[src/rtl/morse_key_decoder_if.sv]
// Handshake bundle between the Morse key front end and its host/display side.
// The master side drives the key and enable; the decoder (slave) reports letters and status.
interface morse_key_decoder_if;
    logic       enable_i;
    logic       key_i;
    logic [4:0] letter_o;
    logic       letter_valid_o;
    logic       start_o;
    logic       error_o;
    logic       busy_o;
    logic [2:0] sym_count_o;

    modport master (
        output enable_i,
        output key_i,
        input  letter_o,
        input  letter_valid_o,
        input  start_o,
        input  error_o,
        input  busy_o,
        input  sym_count_o
    );

    modport slave (
        input  enable_i,
        input  key_i,
        output letter_o,
        output letter_valid_o,
        output start_o,
        output error_o,
        output busy_o,
        output sym_count_o
    );
endinterface

[src/rtl/morse_key_decoder.sv]
// Morse key front end: times presses/gaps in Morse units, classifies dot/dash,
// and resolves each letter to an index A=0..Z=25 for the seven-segment display block.
module morse_key_decoder #(
    parameter int unsigned TICK_DIV         = 1000,
    parameter int unsigned DASH_UNITS       = 2,
    parameter int unsigned LETTER_GAP_UNITS = 3
) (
    input  logic               clk,
    input  logic               rst,
    morse_key_decoder_if.slave bus
);

    localparam int unsigned    PW        = $clog2(TICK_DIV);
    localparam logic [PW-1:0]  TICK_LAST = PW'(TICK_DIV - 1);

    typedef enum logic [1:0] {IDLE, PRESS, GAP, EMIT} state_t;

    state_t        state;
    logic          key_p0;
    logic          key_s;
    logic          key_s_p1;
    logic          key_rise;
    logic          key_fall;
    logic [PW-1:0] presc;
    logic          tick;
    logic [2:0]    units;
    logic          sym_dash;
    logic          gap_done;
    logic [3:0]    code;
    logic [2:0]    count;
    logic          ovf;
    logic [5:0]    hit;
    logic [4:0]    letter_q;
    logic          vld_q;
    logic          err_q;
    logic          start_q;

    function automatic logic [2:0] sat_inc(input logic [2:0] v);
        return (v == 3'd7) ? v : v + 3'd1;
    endfunction

    // Returns {match, index}; code is right-aligned with the first symbol in the MSB, dash = 1.
    function automatic logic [5:0] lookup(input logic [2:0] cnt, input logic [3:0] c);
        logic [5:0] r;
        r = 6'd0;
        case ({cnt, c})
            7'b010_0001: r = {1'b1, 5'd0};
            7'b100_1000: r = {1'b1, 5'd1};
            7'b100_1010: r = {1'b1, 5'd2};
            7'b011_0100: r = {1'b1, 5'd3};
            7'b001_0000: r = {1'b1, 5'd4};
            7'b100_0010: r = {1'b1, 5'd5};
            7'b011_0110: r = {1'b1, 5'd6};
            7'b100_0000: r = {1'b1, 5'd7};
            7'b010_0000: r = {1'b1, 5'd8};
            7'b100_0111: r = {1'b1, 5'd9};
            7'b011_0101: r = {1'b1, 5'd10};
            7'b100_0100: r = {1'b1, 5'd11};
            7'b010_0011: r = {1'b1, 5'd12};
            7'b010_0010: r = {1'b1, 5'd13};
            7'b011_0111: r = {1'b1, 5'd14};
            7'b100_0110: r = {1'b1, 5'd15};
            7'b100_1101: r = {1'b1, 5'd16};
            7'b011_0010: r = {1'b1, 5'd17};
            7'b011_0000: r = {1'b1, 5'd18};
            7'b001_0001: r = {1'b1, 5'd19};
            7'b011_0001: r = {1'b1, 5'd20};
            7'b100_0001: r = {1'b1, 5'd21};
            7'b011_0011: r = {1'b1, 5'd22};
            7'b100_1001: r = {1'b1, 5'd23};
            7'b100_1011: r = {1'b1, 5'd24};
            7'b100_1100: r = {1'b1, 5'd25};
            default:     r = 6'd0;
        endcase
        return r;
    endfunction

    // Synchronizer stays out of reset so a key held through reset is not seen as a new press.
    always_ff @(posedge clk) begin
        key_p0   <= bus.key_i;
        key_s    <= key_p0;
        key_s_p1 <= key_s;
    end

    assign key_rise = key_s & ~key_s_p1;
    assign key_fall = ~key_s & key_s_p1;
    assign tick     = (presc == TICK_LAST);
    assign sym_dash = (32'(units) >= DASH_UNITS);
    assign gap_done = tick && ((32'(units) + 32'd1) == LETTER_GAP_UNITS);
    assign hit      = lookup(count, code);

    always_ff @(posedge clk) begin
        if (rst) begin
            state    <= IDLE;
            presc    <= '0;
            units    <= 3'd0;
            code     <= 4'd0;
            count    <= 3'd0;
            ovf      <= 1'b0;
            letter_q <= 5'd0;
            vld_q    <= 1'b0;
            err_q    <= 1'b0;
            start_q  <= 1'b0;
        end else begin
            vld_q <= 1'b0;
            err_q <= 1'b0;
            if (!bus.enable_i) begin
                state   <= IDLE;
                presc   <= '0;
                units   <= 3'd0;
                code    <= 4'd0;
                count   <= 3'd0;
                ovf     <= 1'b0;
                start_q <= 1'b0;
            end else begin
                presc <= tick ? '0 : presc + 1'b1;
                if (tick) begin
                    units <= sat_inc(units);
                end
                case (state)
                    IDLE: begin
                        if (key_rise) begin
                            state <= PRESS;
                            presc <= '0;
                            units <= 3'd0;
                        end
                    end
                    PRESS: begin
                        if (key_fall) begin
                            if (count == 3'd4) begin
                                ovf <= 1'b1;
                            end else begin
                                code  <= {code[2:0], sym_dash};
                                count <= count + 3'd1;
                            end
                            state <= GAP;
                            presc <= '0;
                            units <= 3'd0;
                        end
                    end
                    GAP: begin
                        // A press landing on the gap-completing tick loses to the gap.
                        if (gap_done) begin
                            state <= EMIT;
                        end else if (key_rise) begin
                            state <= PRESS;
                            presc <= '0;
                            units <= 3'd0;
                        end
                    end
                    EMIT: begin
                        if (hit[5] && !ovf) begin
                            letter_q <= hit[4:0];
                            vld_q    <= 1'b1;
                            start_q  <= 1'b1;
                        end else begin
                            err_q <= 1'b1;
                        end
                        code  <= 4'd0;
                        count <= 3'd0;
                        ovf   <= 1'b0;
                        state <= IDLE;
                    end
                    default: state <= IDLE;
                endcase
            end
        end
    end

    assign bus.letter_o       = letter_q;
    assign bus.letter_valid_o = vld_q;
    assign bus.start_o        = start_q;
    assign bus.error_o        = err_q;
    assign bus.busy_o         = (state != IDLE);
    assign bus.sym_count_o    = count;

endmodule

[src/flat_wrapper.sv]
// flat-port wrapper written by rule: the top's interface ports become plain ports
module morse_key_decoder_flat 
#(
    parameter int unsigned TICK_DIV         = 1000,
    parameter int unsigned DASH_UNITS       = 2,
    parameter int unsigned LETTER_GAP_UNITS = 3
)
  (clk, rst, bus_enable_i, bus_key_i, bus_letter_o, bus_letter_valid_o, bus_start_o, bus_error_o, bus_busy_o, bus_sym_count_o);
  morse_key_decoder_if bus_i ();
  input  logic clk;
  input  logic rst;
  input wire logic [$bits(bus_i.enable_i)-1:0] bus_enable_i;
  input wire logic [$bits(bus_i.key_i)-1:0] bus_key_i;
  output wire logic [$bits(bus_i.letter_o)-1:0] bus_letter_o;
  output wire logic [$bits(bus_i.letter_valid_o)-1:0] bus_letter_valid_o;
  output wire logic [$bits(bus_i.start_o)-1:0] bus_start_o;
  output wire logic [$bits(bus_i.error_o)-1:0] bus_error_o;
  output wire logic [$bits(bus_i.busy_o)-1:0] bus_busy_o;
  output wire logic [$bits(bus_i.sym_count_o)-1:0] bus_sym_count_o;
  assign bus_i.enable_i = bus_enable_i;
  assign bus_i.key_i = bus_key_i;
  assign bus_letter_o = bus_i.letter_o;
  assign bus_letter_valid_o = bus_i.letter_valid_o;
  assign bus_start_o = bus_i.start_o;
  assign bus_error_o = bus_i.error_o;
  assign bus_busy_o = bus_i.busy_o;
  assign bus_sym_count_o = bus_i.sym_count_o;
  morse_key_decoder #(.TICK_DIV(TICK_DIV), .DASH_UNITS(DASH_UNITS), .LETTER_GAP_UNITS(LETTER_GAP_UNITS)) u_core (.clk(clk), .rst(rst), .bus(bus_i));
endmodule
[config.mk]
export PLATFORM = sky130hd
export DESIGN_NAME = morse_key_decoder_flat
export DESIGN_NICKNAME = d
export VERILOG_FILES = /design/src/rtl/morse_key_decoder_if.sv /design/src/rtl/morse_key_decoder.sv /design/src/flat_wrapper.sv
export SDC_FILE = /design/constraint.sdc
export NUM_CORES = 1
export LEC_CHECK = 0
export ABC_CLOCK_PERIOD_IN_PS = 3800
export BUFFER_PORTS_ARGS = -buffer_cell sky130_fd_sc_hd__buf_2
export CAP_MARGIN = 10
export CORE_ASPECT_RATIO = 2
export CORE_MARGIN = 5
export CORE_UTILIZATION = 50
export CTS_BUF_LIST = sky130_fd_sc_hd__clkbuf_4 sky130_fd_sc_hd__clkbuf_8
export CTS_CLUSTER_SIZE = 20
export DETAILED_ROUTE_END_ITERATION = 8
export PLACE_DENSITY_LB_ADDON = 0.05
export SLEW_MARGIN = 20
export SYNTH_ARGS = -nofsm -noshare
export SYNTH_HDL_FRONTEND = slang
export SYNTH_SLANG_ARGS = --single-unit
[constraint.sdc]
create_clock -name clk -period 3.8 [get_ports clk]
set_input_delay 0.19 -clock clk [delete_from_list [all_inputs] [get_ports clk]]
set_output_delay 0.19 -clock clk [all_outputs]
set_load 0.02 [all_outputs]
==> flow_summary_export.csv <==
group,metric,value,unit
floorplan,core-area,4129,um2
global_route,overflow,0,
detailed_routing,antenna_left,0,
global_route,track_usage,19.31,%
synth,yosys_warnings,0,
sta,tightest_slew,0.7745,ns
sta,maxSlewViolCount,0,
setup_path,cp_slowest_cell,"a221oi_2",
detailed_routing,first_pass_iters,4,
synth,synth_ff_type,"dfxtp_1",
global_route,grt_antenna_before_repair,0,
detailed_routing,drtIter0Drc,52,
setup_path,crit_chain,"inv_1 > ha_1 > nand2_1 > and4_4 > a221oi_2 > inv_1 > ha_1 > a221oi_1 > a211o_1",
cells_and_area,final_util,55.88,%
synth,synthArstFlopShare,0,%
sta,setup-tns-final,0,ns
place,portBuffers,15,
setup_path,r2r_cells,9,
run_status,status,"complete, no violations",
sta,period_needed,2.775,ns
clock_network,clkTransAtPathRegs,0.09,ns
sta,relSlewSlack,48.37,%
synth,postSynthCellCount,236,
power,peakVddDrop,279.8,uV
global_route,grt_pass1_wl,8.466,mm
clock_network,clock_path_buffers,2,
synth,syn-num-nets,250,
detailed_routing,wl_per_cell,16.55,um
cells_and_area,nets,264,
cells_and_area,drive_above_1_share,19.12,%
clock_network,htree_levels,2,
synth,synth_seq_cells,40,
cells_and_area,diodes,0,
setup_path,path_class,"flop to flop",
clock_network,clock_sinks,40,
power,leakage,0.0009705,uW
detailed_routing,drc_errors,0,
synth,synth.largest_area_cell,"dfxtp_1",
global_route,grt_pass1_vias,1765,
sta,setup_viol,0,
synth,yosysSeqAreaShare,37.27,%
synth,synth_edf_count,0,
clock_network,cts_tree,"yes",
place,routabilityCongestion,0.8489,
setup_path,worstPathArrival,3.02,ns
floorplan,initial_core_util,52.03,%
place,dpl.hpwl,3.986,mm
setup_path,start_kind,"flop",
floorplan,dieArea,5787,um2
power,p_per_area,325.6,nW/um2
clock_network,cts_buffers,5,
synth,synth_commonest_cells,"40 x dfxtp_1, 34 x nor2_1, 14 x inv_1",
sta,hold_viol,0,
clock_network,clk_latency,0.30,ns
clock_network,post_cts_resized,0,
synth,netlist.area_leader.share,37.27,%
setup_path,critPathCaptureType,"flop",
floorplan,core.rowCount,33,
detailed_routing,num_vias,1747,
clock_network,cts-root-buf,"clkbuf_8",
synth,synth_cell_types,61,
floorplan,ios,16,
setup_path,worstPathMaxFanout,11,
hold_path,min_path_cells,2,
floorplan,die_w,56.35,um
detailed_routing,viasPerCell,5.766,
synth,avgSynthCellArea,9.103,um2
sta,period_share,73.02,%
floorplan,die_h,102.7,um
job,maxCapViolCount,0,
synth,post-synth-top-count-cell,"dfxtp_1",
detailed_routing,routed_wl,5.015,mm
global_route,grt_max_degree,18,
clock_network,postCtsSetupBuffers,0,
hold_path,hp-class,"primary input to flop",
synth,syn_area,2148,um2
setup_path,crit_required,4.04,ns
sta,rsz0062_at_grt,"false",
cells_and_area,synthToLayoutAreaGrowth,7.397,%
sta,timing.fmax,360.4,MHz
clock_network,cts_hold_buf,1,
synth,netlist_top_cells_area,"dfxtp_1 37%, nor2_1 5.9%, ha_1 5.8%, xnor2_1 3.3%, mux2i_1 2.8%",
sta,fin_skew,0.01286,ns
setup_path,critPathMaxStageDelay,0.67,ns
registers in the layout, summed over array words and instances, names as in the netlist:
| register | flops |
|---|---|
| u_core.bus.error_o | 1 |
| u_core.bus.letter_o | 5 |
| u_core.bus.letter_valid_o | 1 |
| u_core.bus.start_o | 1 |
| u_core.bus.sym_count_o | 3 |
| u_core.code | 4 |
| u_core.hit | 6 |
| u_core.key_p0 | 1 |
| u_core.key_s | 1 |
| u_core.key_s_p1 | 1 |
| u_core.ovf | 1 |
| u_core.presc | 10 |
| u_core.state | 2 |
| u_core.units | 3 |
cell families after synthesis:
family / count (synthesis) / share of synthesized area [%]
and+or+nand+nor: 99 / 24.52
AOI/OAI and AO/OA: 43 / 17.30
DFF: 40 / 37.27
buffers and inverters: 27 / 7.512
xor gates and xnor gates: 10 / 4.077
adders and majority gates: 10 / 5.824
muxes: 7 / 3.494
through the flow:
stage          power [uW]  instances  hold slack, ns  setup slack (ns)  cell area (um2)
6_report            751.1        303          0.1769             1.025             2307
5_1_grt             780.5        303          0.1789            0.7579             2307
4_1_cts             759.1        303          0.1777             1.047             2307
3_5_place_dp        462.4        294          0.2944             1.051             2205
3_3_place_gp        462.7        294          0.2951             1.121             2205
2_1_floorplan       457.4        236          0.2177             1.241             2148
worst paths after layout:
check | from | to | slack [ns]
worst min register to register | u_core.key_p0 | u_core.key_s | 0.33
worst max register to register | u_core.bus.sym_count_o[0] | u_core.hit[5] | 1.03
worst max-delay path | u_core.bus.sym_count_o[0] | u_core.hit[5] | 1.03
worst min-delay path | rst | u_core.bus.letter_o[0] | 0.18
layout by cell type, fill, tap and decap left out, types with 3 or more instances in the layout:
cell type	n
dfxtp_1	40
nor2_1	34
buf_2	15
inv_1	14
nand2_1	12
ha_1	10
nand3_1	9
xnor2_1	8
nor3_1	7
a21oi_1	7
mux2i_1	6
clkbuf_8	6
nor2b_1	5
and3_1	5
nand2b_1	4
o21ai_0	4
a211oi_1	4
a2111oi_2	3
nand4_1	3
critical path: cells and delay by family, from the launching register on:
kind	cells	cell delay (ns)
fa+ha+maj	2	0.48
simple gates	2	0.44
flops	1	0.34
buf+inv	2	0.39
compound gates	3	1.07
cell type report:
class,instances,area (um2)
multi-input combinational,169,1186
fill,408,1822
tap,52,65.06
timing repair buffer,18,100.1
clock inverter,2,10.01
clock buffer,6,82.58
sequential,40,800.8
inverter,16,62.56
power breakdown:
group | internal [uW] | switching (uW) | total (uW)
registers | 422 | 2.72 | 425
clock network | 145 | 153 | 298
logic | 9.61 | 18.8 | 28.4
layer usage:
metal  GRT usage [%]  share of wire, %  vias up
met4           14.81               6.8        0
met2           38.05                57       40
met3           3.008               2.0       24
met5               0                 0        -
li1                -                 -      858
met1           16.87                34      825
Power figures use the tool's default switching activity.
